==> src/rtl/fetch_stage.sv <==
// fetch_stage: rv32i instruction-fetch stage.
// Owns the PC, issues one word read at a time to the icache, buffers returned
// words in a QDEPTH-entry queue and presents {pc, instr} to decode.
// Optional build macro: FETCH_STALL_CNT_EN adds the stall_cycles counter port.
module fetch_stage #(
  parameter logic [31:0] RESET_PC = 32'h0000_0060,
  parameter int          QDEPTH   = 2
) (
  input  logic        clk,
  input  logic        reset_n,
  output logic        icache_read,
  output logic [31:0] icache_address,
  input  logic        icache_resp,
  input  logic [31:0] icache_rdata,
  input  logic        redirect,
  input  logic [31:0] redirect_pc,
  input  logic        id_ready,
  output logic        if_valid,
  output logic [31:0] if_pc,
  output logic [31:0] if_instr
`ifdef FETCH_STALL_CNT_EN
  ,
  output logic [31:0] stall_cycles
`endif
);

  localparam int PW = (QDEPTH > 1) ? $clog2(QDEPTH) : 1;
  localparam int CW = $clog2(QDEPTH + 1);
  localparam logic [CW-1:0] QD_C = CW'(QDEPTH);

  typedef struct packed {
    logic [31:0] pc;
    logic [31:0] instr;
  } fq_entry_t;

  typedef enum logic [1:0] {S_IDLE, S_REQ, S_DRAIN} state_t;

  state_t        r_state;
  logic [31:0]   r_fetch_pc;
  logic          r_read;
  logic [31:0]   r_addr;
  fq_entry_t     r_q [QDEPTH];
  logic [PW-1:0] r_rd;
  logic [PW-1:0] r_wr;
  logic [CW-1:0] r_occ;

  logic [31:0]   w_redir_pc;
  logic          w_enq;
  logic          w_deq;
  logic          w_unused_pc_lsb;

  // Low two bits of the redirect target are meaningless for word fetch
  assign w_redir_pc      = {redirect_pc[31:2], 2'b00};
  assign w_unused_pc_lsb = ^redirect_pc[1:0];

  // Only a live (non-draining) response is kept; a redirect in the same cycle kills it
  assign w_enq = (r_state == S_REQ) && icache_resp && !redirect;
  // Redirect wins over a dequeue in the same cycle
  assign w_deq = (r_occ != '0) && id_ready && !redirect;

  // Fetch FSM: one outstanding request, never aborted once issued
  always_ff @(posedge clk or negedge reset_n) begin
    if (!reset_n) begin
      r_state    <= S_IDLE;
      r_fetch_pc <= RESET_PC;
      r_read     <= 1'b0;
      r_addr     <= RESET_PC;
    end else begin
      case (r_state)
        S_IDLE: begin
          if (redirect) begin
            r_fetch_pc <= w_redir_pc;
          end else if (r_occ < QD_C) begin
            // Nothing outstanding in IDLE, so occ alone guarantees a free slot
            r_state <= S_REQ;
            r_read  <= 1'b1;
            r_addr  <= r_fetch_pc;
          end
        end
        S_REQ: begin
          if (redirect) begin
            r_fetch_pc <= w_redir_pc;
            if (icache_resp) begin
              r_state <= S_IDLE;
              r_read  <= 1'b0;
            end else begin
              r_state <= S_DRAIN;
            end
          end else if (icache_resp) begin
            r_state    <= S_IDLE;
            r_read     <= 1'b0;
            r_fetch_pc <= r_fetch_pc + 32'd4;
          end
        end
        S_DRAIN: begin
          if (redirect) r_fetch_pc <= w_redir_pc;
          if (icache_resp) begin
            r_state <= S_IDLE;
            r_read  <= 1'b0;
          end
        end
        default: begin
          r_state <= S_IDLE;
          r_read  <= 1'b0;
        end
      endcase
    end
  end

  // Fetch queue: circular buffer, flushed by redirect
  always_ff @(posedge clk or negedge reset_n) begin
    if (!reset_n) begin
      r_rd  <= '0;
      r_wr  <= '0;
      r_occ <= '0;
      for (int i = 0; i < QDEPTH; i++) r_q[i] <= '0;
    end else if (redirect) begin
      r_rd  <= '0;
      r_wr  <= '0;
      r_occ <= '0;
    end else begin
      if (w_enq) begin
        r_q[r_wr] <= '{pc: r_fetch_pc, instr: icache_rdata};
        r_wr      <= r_wr + 1'b1;
      end
      if (w_deq) r_rd <= r_rd + 1'b1;
      case ({w_enq, w_deq})
        2'b10:   r_occ <= r_occ + 1'b1;
        2'b01:   r_occ <= r_occ - 1'b1;
        default: r_occ <= r_occ;
      endcase
    end
  end

  assign icache_read    = r_read;
  assign icache_address = r_addr;
  assign if_valid       = (r_occ != '0);
  assign if_pc          = r_q[r_rd].pc;
  assign if_instr       = r_q[r_rd].instr;

`ifdef FETCH_STALL_CNT_EN
  logic [31:0] r_stall;

  // Saturating count of cycles where decode was ready but had nothing
  always_ff @(posedge clk or negedge reset_n) begin
    if (!reset_n)                                        r_stall <= '0;
    else if (!if_valid && id_ready && (r_stall != '1))   r_stall <= r_stall + 32'd1;
  end

  assign stall_cycles = r_stall;
`endif

endmodule

==> config.mk <==
export PLATFORM = sky130hd
export DESIGN_NAME = fetch_stage
export DESIGN_NICKNAME = d
export VERILOG_FILES = /design/src/rtl/fetch_stage.sv
export SDC_FILE = /design/constraint.sdc
export NUM_CORES = 1
export LEC_CHECK = 0
export CAP_MARGIN = 20
export CORE_UTILIZATION = 35
export CTS_CLUSTER_DIAMETER = 50
export DETAILED_ROUTE_END_ITERATION = 10
export GPL_ROUTABILITY_DRIVEN = 0
export RECOVER_POWER = 25
export SETUP_SLACK_MARGIN = 0.2
export SYNTH_ARGS = -nofsm -noshare
export SYNTH_HDL_FRONTEND = slang
export SYNTH_SLANG_ARGS = --single-unit
==> constraint.sdc <==
create_clock -name clk -period 2.5 [get_ports clk]
set_input_delay 0.5 -clock clk [delete_from_list [all_inputs] [get_ports clk]]
set_output_delay 0.5 -clock clk [all_outputs]
set_load 0.005 [all_outputs]
==> results.json <==
{
  "status": "complete, but fails checks",
  "synth_top_cells_by_count": "214 x mux2_2, 187 x dfrtp_1, 41 x clkbuf_1",
  "start_util": 0.360,
  "cts_buffers": 17,
  "wl_per_cell_um": 18.4,
  "max_slew_margin": -0.124,
  "finalCriticalPeriod_ns": 2.41,
  "hold_class": "flip-flop to flip-flop",
  "final_hold_viol_count": 0,
  "die_area_mm2": 0.0258,
  "cp.required_ns": 2.00,
  "cp_num_buf_inv": 2,
  "syn_area_per_cell_um2": 12.6,
  "synth.most_common_cell": "mux2_2",
  "post-route-drc-count": 0,
  "area_delta_synth_final_pct": 36.1,
  "grt_usage": 0.182,
  "drive_above_1_share": 0.407,
  "power.density_mw_per_mm2": 1220,
  "drt-total-wl_mm": 22.5,
  "clk_path_buf_depth": 2,
  "cts_sinks": 191,
  "max_freq_mhz": 416,
  "grt_pass1_wl_mm": 36.5,
  "ys_types": 43,
  "clk_latency_ns": 0.43,
  "clock_skew_ns": 0.0115,
  "synth_top_cell_area_share": 0.532,
  "io_buffers": 160,
  "drt_iter0_drc": 315,
  "violations": "max-capacitance violations, max-slew violations",
  "dp_hpwl_mm": 14.6,
  "cp_cell_sequence": "buf_12 -> mux2_2 -> clkdlybuf4s50_1",
  "cts_hold_buf": 0,
  "async_flop_share": 1.00,
  "ant_nets": 0,
  "viasPerCell": 5.08,
  "row_count": 57,
  "drt-pass1-iter-count": 5,
  "yosysTopAreaCell": "dfrtp_1",
  "synth-edff-count": 0,
  "endpoint_kind": "primary output",
  "critical_path_peak_fanout": 12,
  "crit_family": "buffers and inverters",
  "slowest_stage": "dfrtp_4",
  "ys_seq_area_frac": 0.544,
  "worst_slew_pin_slew_ns": 1.69,
  "ys_warn_count": 0,
  "arrival_ns": 1.91,
  "synth.top_cells.by_area": "dfrtp_1 53%, mux2_2 27%, a21oi_1 2.3%",
  "htree_num_levels": 4,
  "die_y_um": 161,
  "path_class": "flip-flop to primary output",
  "io_pins": 167,
  "ir_drop_mv": 0.512,
  "max_stage_delay_ns": 0.50,
  "synth-seq-cells": 191,
  "path_clk_slew_ns": 0.07,
  "postSynthCellCount": 699,
  "synth_area_mm2": 0.00880,
  "grt_pass1_vias": 6412,
  "grt_antenna_before_repair": 0,
  "root_buffer": "clkbuf_16",
  "cp-start-kind": "flip-flop",
  "setup_viol": 0,
  "period_share": 0.962,
  "design_area_mm2": 0.0120,
  "place_area_mm2": 0.0110,
  "synth-main-ff-cell": "dfrtp_1",
  "grt_max_degree": 65,
  "rsz0062_at_grt": "yes",
  "num_antenna_cells": 0,
  "coreArea_mm2": 0.0245,
  "die_w_um": 161,
  "cts_tree": "yes",
  "grt_overflow": 0,
  "drv_cap": 1,
  "nets": 963,
  "setup_tns_ns": 0,
  "p_leak_nw": 5.10,
  "via_count": 6217,
  "slew_violations": 64
}
-- registers in the layout (all words and copies together) (netlist names) --
name	count
icache_address	30
icache_read	1
r_fetch_pc	30
r_occ	2
r_q	124
r_rd	1
r_state	2
r_wr	1
-- through the flow --
stage	power (mW)	utilization	hold WS (ns)	std cells	setup slack, ns
floorplan	8.76	-	0.204	702	0.291
global placement	11.7	0.451	0.457	1175	0.126
detailed placement	11.8	0.451	0.469	1175	0.132
CTS	14.7	0.489	0.0681	1225	0.0488
global route	15.6	0.490	0.517	1225	0.0140
finish	14.6	0.490	0.483	1225	0.0949
-- cells in the final DEF (no fill, tap or decap), drive strengths merged, types with 4 or more instances in the layout --
master,Yosys,final
mux2,214,214
dfrtp,187,187
clkdlybuf4s50,0,109
buf,11,97
a21oi,40,40
nand2,34,34
nand3,25,25
clkbuf,42,23
o21ai,20,20
nor2,18,18
a2bb2oi,15,15
nand4,14,14
o22ai,13,13
inv,7,11
and3,6,6
ha,6,6
clkdlybuf4s15,0,6
nor3,6,6
o32ai,4,4
conb,1,4
dfstp,4,4
or4,4,4
-- layout make-up --
class / count / area, um2
fillers: 2193 / 12500
flip-flops and latches: 191 / 4790
multi-input cells: 451 / 3820
repair buffers: 220 / 2310
clock buffers: 19 / 443
well taps: 324 / 405
clock inverters: 13 / 179
inverters: 7 / 26.3
-- logic make-up (layout without fill, tap and decap cells) --
group	after synthesis	after routing	share of synthesized area
and+or+nand+nor	123	123	0.0715
DFF	191	191	0.544
muxes	216	216	0.276
other	1	4	0.000426
adders and majority gates	6	6	0.00853
AOI/OAI and AO/OA	99	99	0.0691
xor gates and xnor gates	3	3	0.00299
buffers and inverters	60	259	0.0276
-- per-layer routing --
layer	vias to the layer above	global-route usage	wire length (um)	share of wire
li1	2934	-	-	-
met1	3111	0.254	10700	0.47
met2	161	0.285	10500	0.46
met3	11	0.0470	1310	0.058
met4	0	0.0390	115	0.0051
met5	-	0	0	0
-- tightest hold or removal path, stage by stage, from the launching register on --
cell and delay (ns):
dfrtp_1 0.34, nand2_1 0.05, o21ai_0 0.06
-- where the power goes --
| part | total [mW] | internal [mW] | switching [mW] | leakage [nW] |
|---|---|---|---|---|
| Sequential | 5.63 | 4.61 | 1.02 | 2.32 |
| Clock | 2.88 | 1.63 | 1.25 | 0.294 |
| Combinational | 6.11 | 3.73 | 2.38 | 2.48 |
-- what timing repair did --
action / 4_1_cts / 5_1_grt
gates cloned: 8 / 0
resized for setup: 206 / 13
setup endpoints to repair: 62 / 60
setup buffers: 10 / 0
-- final timing paths --
path | from | endpoint | slack [ns] | cells after the start
worst max-delay path | r_rd | if_pc[13] | 0.09 | 3
worst min-delay path | r_q[49] | r_q[49] | 0.48 | 2
worst max register to register | r_fetch_pc[20] | r_fetch_pc[28] | 0.28 | 5
worst min register to register | r_q[49] | r_q[49] | 0.48 | 2
max in group asynchronous | reset_n | r_fetch_pc[23] | 0.45 | 2
min in group asynchronous | reset_n | r_q[67] | 0.50 | 1
No activity file was read; power rests on OpenSTA's default activity.
